<file path="config.mk">
export PLATFORM = sky130hd
export DESIGN_NAME = fword_sweep_ctrl
export DESIGN_NICKNAME = d
export VERILOG_FILES = /design/src/rtl/fword_sweep_ctrl.sv
export SDC_FILE = /design/constraint.sdc
export NUM_CORES = 1
export LEC_CHECK = 0
export CORE_MARGIN = 5
export CORE_UTILIZATION = 49
export DETAILED_ROUTE_END_ITERATION = 16
export PLACE_DENSITY = 0.77
export SLEW_MARGIN = 5
export SYNTH_ARGS = -nofsm -noshare
export SYNTH_HDL_FRONTEND = slang
export SYNTH_SLANG_ARGS = --single-unit
</file>
<file path="constraint.sdc">
create_clock -name clk -period 3.9 [get_ports clk]
set_clock_uncertainty 0.15 [all_clocks]
set_input_delay 0.78 -clock clk [delete_from_list [all_inputs] [get_ports clk]]
set_output_delay 0.78 -clock clk [all_outputs]
set_load 0.05 [all_outputs]
</file>
<file path="src/rtl/fword_sweep_ctrl.sv">
`default_nettype none
// ============================================================================
// Module   : fword_sweep_ctrl
// Purpose  : DDS frequency-word sequencer. Issues either one preset word
//            (1/2/3/10 MHz) or a linear sweep from f_start to f_stop in
//            f_step increments, holding each word for 'dwell' cycles. Every
//            word is handed to the DDS through a valid/ready handshake.
// Ports    : clk, rst (sync, active-high)
//            start, abort, mode, preset_sel       - control
//            f_start, f_stop, f_step, dwell       - sweep configuration
//            fword_out, fword_valid, fword_ready  - DDS update handshake
//            busy, done                           - status
// Options  : FWORD_SWEEP_BIDIR_EN - triangle sweep (up to f_stop, then back
//            down to f_start). Undefined: sweep ends at f_stop.
// Revision : 1.0 - initial release
// ============================================================================
module fword_sweep_ctrl #(
   parameter int FW_W    = 24,
   parameter int DWELL_W = 24
) (
   input  logic               clk,
   input  logic               rst,
   input  logic               start,
   input  logic               abort,
   input  logic               mode,
   input  logic [1:0]         preset_sel,
   input  logic [FW_W-1:0]    f_start,
   input  logic [FW_W-1:0]    f_stop,
   input  logic [FW_W-1:0]    f_step,
   input  logic [DWELL_W-1:0] dwell,
   output logic [FW_W-1:0]    fword_out,
   output logic               fword_valid,
   input  logic               fword_ready,
   output logic               busy,
   output logic               done
);

   typedef enum logic [1:0] {
      IDLE   = 2'd0,
      ISSUE  = 2'd1,
      DWELL  = 2'd2,
      FINISH = 2'd3
   } state_t;

   localparam logic [FW_W-1:0] C_PRESET_1M  = FW_W'(24'h0051EB);
   localparam logic [FW_W-1:0] C_PRESET_2M  = FW_W'(24'h00A3D7);
   localparam logic [FW_W-1:0] C_PRESET_3M  = FW_W'(24'h00F5C2);
   localparam logic [FW_W-1:0] C_PRESET_10M = FW_W'(24'h033333);

   state_t               state_q, state_d;
   logic [FW_W-1:0]      fword_q, fword_d;
   logic                 mode_q, mode_d;
   logic [FW_W-1:0]      stop_q, stop_d;
   logic [FW_W-1:0]      step_q, step_d;
   logic [DWELL_W-1:0]   dwell_q, dwell_d;
   logic [DWELL_W-1:0]   cnt_q, cnt_d;
   logic                 last_q, last_d;   // word currently held is the final one
   logic [FW_W:0]        nxt_up;           // extra MSB is the carry
`ifdef FWORD_SWEEP_BIDIR_EN
   logic [FW_W-1:0]      start_q, start_d;
   logic                 down_q, down_d;   // descending leg of the triangle
   logic [FW_W:0]        nxt_dn;           // extra MSB is the borrow
`endif

   function automatic logic [FW_W-1:0] preset_word(input logic [1:0] sel);
      case (sel)
         2'd0:    return C_PRESET_1M;
         2'd1:    return C_PRESET_2M;
         2'd2:    return C_PRESET_3M;
         default: return C_PRESET_10M;
      endcase
   endfunction

   always_ff @(posedge clk) begin
      if (rst) begin
         state_q <= IDLE;
         fword_q <= '0;
         mode_q  <= 1'b0;
         stop_q  <= '0;
         step_q  <= '0;
         dwell_q <= '0;
         cnt_q   <= '0;
         last_q  <= 1'b0;
`ifdef FWORD_SWEEP_BIDIR_EN
         start_q <= '0;
         down_q  <= 1'b0;
`endif
      end else begin
         state_q <= state_d;
         fword_q <= fword_d;
         mode_q  <= mode_d;
         stop_q  <= stop_d;
         step_q  <= step_d;
         dwell_q <= dwell_d;
         cnt_q   <= cnt_d;
         last_q  <= last_d;
`ifdef FWORD_SWEEP_BIDIR_EN
         start_q <= start_d;
         down_q  <= down_d;
`endif
      end
   end

   always_comb begin
      state_d = state_q;
      fword_d = fword_q;
      mode_d  = mode_q;
      stop_d  = stop_q;
      step_d  = step_q;
      dwell_d = dwell_q;
      cnt_d   = cnt_q;
      last_d  = last_q;
      nxt_up  = {1'b0, fword_q} + {1'b0, step_q};
`ifdef FWORD_SWEEP_BIDIR_EN
      start_d = start_q;
      down_d  = down_q;
      nxt_dn  = {1'b0, fword_q} - {1'b0, step_q};
`endif

      case (state_q)
         IDLE: begin
            // Capture is suppressed by a simultaneous abort so the held
            // word and configuration stay untouched.
            if (start && !abort) begin
               mode_d  = mode;
               stop_d  = f_stop;
               step_d  = f_step;
               dwell_d = (dwell == '0) ? DWELL_W'(1) : dwell;
               fword_d = mode ? f_start : preset_word(preset_sel);
               last_d  = (f_step == '0) || (f_start >= f_stop);
`ifdef FWORD_SWEEP_BIDIR_EN
               start_d = f_start;
               down_d  = 1'b0;
`endif
               state_d = ISSUE;
            end
         end

         ISSUE: begin
            if (fword_ready) begin
               if (!mode_q || last_q) begin
                  state_d = FINISH;
               end else begin
                  cnt_d   = dwell_q;
                  state_d = DWELL;
               end
            end
         end

         DWELL: begin
            cnt_d = cnt_q - DWELL_W'(1);
            if (cnt_q == DWELL_W'(1)) begin
               state_d = ISSUE;
`ifdef FWORD_SWEEP_BIDIR_EN
               if (down_q) begin
                  if (nxt_dn[FW_W] || (nxt_dn[FW_W-1:0] <= start_q)) begin
                     fword_d = start_q;
                     last_d  = 1'b1;
                  end else begin
                     fword_d = nxt_dn[FW_W-1:0];
                  end
               end else
`endif
               if (nxt_up[FW_W] || (nxt_up[FW_W-1:0] >= stop_q)) begin
                  fword_d = stop_q;
`ifdef FWORD_SWEEP_BIDIR_EN
                  down_d  = 1'b1;   // top reached: turn around, not finished
`else
                  last_d  = 1'b1;
`endif
               end else begin
                  fword_d = nxt_up[FW_W-1:0];
               end
            end
         end

         FINISH: state_d = IDLE;

         default: state_d = IDLE;
      endcase

      // Abort overrides everything, including a same-cycle transfer.
      if (abort) begin
         state_d = IDLE;
      end
   end

   assign fword_out   = fword_q;
   assign fword_valid = (state_q == ISSUE);
   assign busy        = (state_q != IDLE);
   assign done        = (state_q == FINISH);

endmodule
`default_nettype wire

</file>
Word level (Yosys, flattened, before mapping)
Index checks and enable logic that the tools add are counted.
{ "word_totals": {"out_inout_bits": 27, "mem_count": 0, "ff_bits": 124, "ram_bits": 0, "in_bits": 104, "rom_bits": 0, "latch_bits": 0} }
{ "classes": {"n_mux": 19, "addsub": 2, "order_cmp": 2, "div": 0, "bitwise": 0, "n_mul": 0, "eq_ne": 11, "n_reduce_logical": 19, "shift": 0} }
{ "op_table": {"columns": ["operator", "n"], "rows": [
  ["24-bit 2-to-1 mux", 7],
  ["24-bit case mux with 2 select lines", 2],
  ["18-bit case mux with 3 select lines", 1],
  ["24-bit >= comparator", 2],
  ["24-bit zero test", 2],
  ["24-bit by 24-bit adder with 25-bit output", 1],
  ["24-bit by 1-bit equality test with 1-bit output, second input constant", 1],
  ["24-bit by 1-bit subtractor with 24-bit output, second input constant", 1],
  ["3-bit AND reduction", 3],
  ["2-bit != test, second input constant", 4],
  ["2-bit case mux with 4 select lines", 1],
  ["2-bit equality test, second input constant", 3],
  ["2-bit 2-to-1 mux", 3],
  ["2-bit nonzero test", 3],
  ["2-bit by 1-bit equality test with 1-bit output, second input constant", 2],
  ["2-bit zero test", 2],
  ["1-bit 2-to-1 mux", 4],
  ["4-bit AND reduction", 1],
  ["1-bit logical OR", 3],
  ["1-bit zero test", 2],
  ["2-bit by 1-bit != test with 1-bit output, second input constant", 1],
  ["1-bit case mux with 2 select lines", 1],
  ["2-bit AND reduction", 1],
  ["2-bit OR reduction", 1],
  ["1-bit logical AND", 1]
]} }

Logic depth before layout (Yosys ltp)
{ "logic_depth": {"depth_word": 6, "mapped_depth": 21} }

Least setup slack after synthesis
OpenSTA, ideal clock, no wires.
{ "synth_timing": {"path_type": "reg-to-reg", "from": "register fword_q[1] (netlist: fword_out[1])", "to": "register fword_q[11] (netlist: fword_out[11])", "slack_ns": -0.756, "period_less_slack_ns": 4.656, "t_required_ns": 3.618, "stages_incl_launch_ff": 20, "arrival_time_ns": 4.374, "setup_ns": 0.132, "cell_sequence": "dfxtp_1 -> ha_1 -> a211oi_1 -> o21bai_1 -> o21ai_0 -> o21ai_0 -> a31oi_1 -> o21ai_0 -> xor2_1 -> ha_1 -> a21oi_1 -> o21ai_0 -> a211oi_1 -> a211oi_1 -> nor4_1 -> o21a_1 -> clkbuf_1 -> mux2_2 -> a221oi_1 -> nor3_1"} }
{ "synth_between": {"elab_chain_len": 6} }
{ "synth_rtl": {"columns": ["element", "line_no", "source"], "rows": [
  ["start: declaration", "51", "logic [FW_W-1:0] fword_q, fword_d;"],
  ["start signal: assignment", "90", "fword_q <= fword_d;"],
  ["24-bit by 24-bit adder with 25-bit output (*)", "113", "nxt_up = {1'b0, fword_q} + {1'b0, step_q};"],
  ["24-bit >= comparator", "164", "if (nxt_up[FW_W] || (nxt_up[FW_W-1:0] >= stop_q)) begin"],
  ["1-bit logical OR", "164", null],
  ["24-bit 2-to-1 mux (*)", "164", null],
  ["24-bit 2-to-1 mux (*)", "152", "if (cnt_q == DWELL_W'(1)) begin"],
  ["24-bit case mux with 2 select lines (*)", "120", "case (state_q)"]
]} }
Mark *: on every way between the ends. The rest lies on a longest branch, timed or not. The select of a mux whose other input is x is not followed.
A chain may end at the register's enable or synchronous reset.

Worst setup path in the final report
{ "layout_timing": {"from": "register fword_q[1] (netlist: fword_out[1])", "to": "register fword_q[6] (netlist: fword_out[6])"} }
Same word-level chain as after synthesis.

==> results.sh <==
export IMPL_outcome="finished with violations"
export IMPL_violations="setup timing"
export IMPL_switching_share_pct=30.9
export IMPL_finalSetupViolCount=25
export IMPL_diodes=0
export IMPL_dpl_cell_area_um2=10000
export IMPL_rsz0062_at_grt="yes"
export IMPL_synth_distinct_cells=61
export IMPL_relSlewSlack_pct=36.8
export IMPL_synth_edf_count=0
export IMPL_core_area_um2=15700
export IMPL_die_y_um=136
export IMPL_port_buffers=130
export IMPL_synth_top_cell_by_area="dfxtp_1"
export IMPL_cts_buffers=17
export IMPL_netlist_top_cells_area="dfxtp_1 32%, ha_1 13%, a21oi_1 10%"
export IMPL_routed_wl_mm=26.3
export IMPL_overflow=0
export IMPL_syn2layout_area_growth_pct=43.3
export IMPL_cp_arrival_ns=4.53
export IMPL_synth_warnings=0
export IMPL_antenna_left=0
export IMPL_dp_hpwl_mm=18.9
export IMPL_fin_crit_sh_pct=112
export IMPL_ys_ff_latch=124
export IMPL_nets=1414
export IMPL_vias_per_cell=5.74
export IMPL_synth_fp_nets=1213
export IMPL_die_x_um=136
export IMPL_drive_gt1_share_pct=20.3
export IMPL_grt_pass1_wl_mm=40.0
export IMPL_grt_max_degree=55
export IMPL_synth_seq_area_share_pct=31.9
export IMPL_dieArea_um2=18500
export IMPL_first_global_vias=7947
export IMPL_start_util_pct=49.5
export IMPL_antenna_found_initial=0
export IMPL_fin_ws_ns=-0.481
export IMPL_cellPowerDensity_nw_per_um2=387
export IMPL_layout_common_cells="184 x nand2_1, 155 x a21oi_1, 129 x clkdlybuf4s50_1"
export IMPL_fmax_ghz=0.228
export IMPL_clk_pin_slew_ns=0.06
export IMPL_seqPwrFrac_pct=31.8
export IMPL_insertion_delay_ns=0.43
export IMPL_clock_tree_root_cell="clkbuf_16"
export IMPL_drtIter0Drc=650
export IMPL_ios=131
export IMPL_internal_power_mw=2.98
export IMPL_final_common_cell="nand2_1"
export IMPL_row_count=46
export IMPL_power_share_clock_pct=40.1
export IMPL_drv_cap=0
export IMPL_cts_sinks=124
export IMPL_cts_buffer_depth=2
export IMPL_crit_required_ns=4.05
export IMPL_critPathKind="reg -> reg"
export IMPL_grt_usage_pct=27.5
export IMPL_wire_per_inst_um=18.0
export IMPL_ctsHtreeMaxLevel=4
export IMPL_via_count=8362
export IMPL_cts_tree="yes"
export IMPL_gp_congestion=0.958
export IMPL_period_minus_slack_ns=4.38
export IMPL_critPathMaxFanout=5
export IMPL_syn_cell_area_um2=7770
export IMPL_final_cell_area_um2=11100
export IMPL_final_hold_viol_count=0
export IMPL_synth_top_area_share_pct=31.9
export IMPL_synth_area_per_cell_um2=7.57
export IMPL_p_comb_share_pct=28.1
export IMPL_vdd_ir_drop_max_mv=0.325
export IMPL_drt_first_pass_iters=5
export IMPL_synth_ff_type="dfxtp_1"
export IMPL_drv_slew=0
export IMPL_leakage_nw=4.59
export IMPL_fillers=1211
export IMPL_seq_area_um2=2530
export IMPL_drt_drc_violations_left=0
export IMPL_end_kind="flip-flop"
export IMPL_p_sw_mw=1.33
export IMPL_multiInputGateArea_um2=5290
export IMPL_syn_instance_count=1027
export IMPL_tightest_slew_ns=0.948
export IMPL_critPathLaunchType="flip-flop"
export IMPL_hp_class="reg -> reg"
export IMPL_async_reset_ff_share_pct=0
export IMPL_dp_slack_ns=-0.460
## worst paths after layout
check            endpoint  slack [ns]    startpoint  cells past startpoint
max reg2reg  fword_out[6]       -0.48  fword_out[1]                     21
min            stop_q[14]        0.30    stop_q[14]                      2
max          fword_out[6]       -0.48  fword_out[1]                     21
min reg2reg    stop_q[14]        0.30    stop_q[14]                      2
## per-layer routing
metal  GRT usage, %  up-vias  wire [um]
met3           6.33       63       2060
met1           34.1     3876      10900
met4           9.63        0        700
met2           47.0      352      12600
li1               -     4071          -
met5              0        -          0
## cell families (layout without fill, tap and decap cells)
logic type,after synthesis,count (layout),share of synthesized area [%]
multiplexers,9,9,1.21
AO/OA/AOI/OAI,314,314,24.1
AND/OR/NAND/NOR,359,359,21.0
buffers and inverters,117,331,5.99
XOR/XNOR,22,22,2.48
flip-flops,124,124,31.9
adder cells (fa/ha/maj),82,82,13.3
## worst max-delay path, stage by stage (launching register included)
cell and delay [ns]:
dfxtp_4 0.36, ha_1 0.32, a211oi_2 0.22, o21bai_1 0.13
o21ai_2 0.19, buf_4 0.16, o21ai_4 0.08, a211oi_1 0.21
nor2_1 0.07, xor2_1 0.31, ha_1 0.31, a21oi_1 0.16
nor2b_1 0.07, o21ai_1 0.13, nand2_1 0.11, nor4_4 0.33
o21ai_2 0.16, buf_6 0.17, buf_6 0.12, nand2_2 0.06
o21ai_2 0.05, a2111oi_0 0.37
## sequential cells by signal, indices dropped and copies added (netlist names)
name / flops
cnt_q: 24
dwell_q: 24
fword_out: 24
last_q: 1
mode_q: 1
state_q: 2
step_q: 24
stop_q: 24
## repair_timing
item,in CTS,in global routing
resized for setup,42,47
pin swaps,41,22
hold buffers,0,0
gates cloned,1,0
endpoints found under the setup margin,25,25
buffers inserted,13,10
## synthesized netlist by cell type, types with 11 or more instances
cell,n
a211oi_1,20
a21o_1,12
a21oi_1,162
clkbuf_1,49
dfxtp_1,124
ha_1,81
inv_1,59
nand2_1,194
nand3_1,11
nand4_1,12
nor2_1,55
nor3_1,22
nor4_1,16
o211ai_1,11
o21ai_0,47
xnor2_1,13
## stage by stage
stage | hold slack, ns | setup TNS, ns | util, % | cells | power (mW)
after floorplan | 0.286 | -0.102 | - | 1027 | 1.97
after global placement | 0.293 | -4.51 | 63.8 | 1405 | 2.36
after detailed placement | 0.296 | -7.63 | 63.8 | 1405 | 2.38
after CTS | 0.305 | -5.75 | 69.2 | 1449 | 4.18
after global routing | 0.319 | -12.45 | 70.9 | 1457 | 4.47
final | 0.305 | -8.23 | 70.9 | 1457 | 4.31
## cell type report
| class | count | share of cell area (%) |
|---|---|---|
| Multi-Input combinational cell | 786 | 47.5 |
| Sequential cell | 124 | 22.7 |
| Tap cell | 216 | 2.43 |
| Clock buffer | 17 | 3.82 |
| Clock inverter | 15 | 1.88 |
| Timing Repair Buffer | 240 | 19.6 |
| Inverter | 59 | 1.99 |
## power groups by stage
stage / Sequential (mW) / Clock (mW) / Combinational, mW
final: 1.37 / 1.73 / 1.21
after global routing: 1.38 / 1.79 / 1.30
after CTS: 1.37 / 1.74 / 1.07
after detailed placement: 1.40 / 0 / 0.983
after global placement: 1.39 / 0 / 0.963
after floorplan: 1.44 / 0 / 0.533
(Power assumes the default switching activity.)
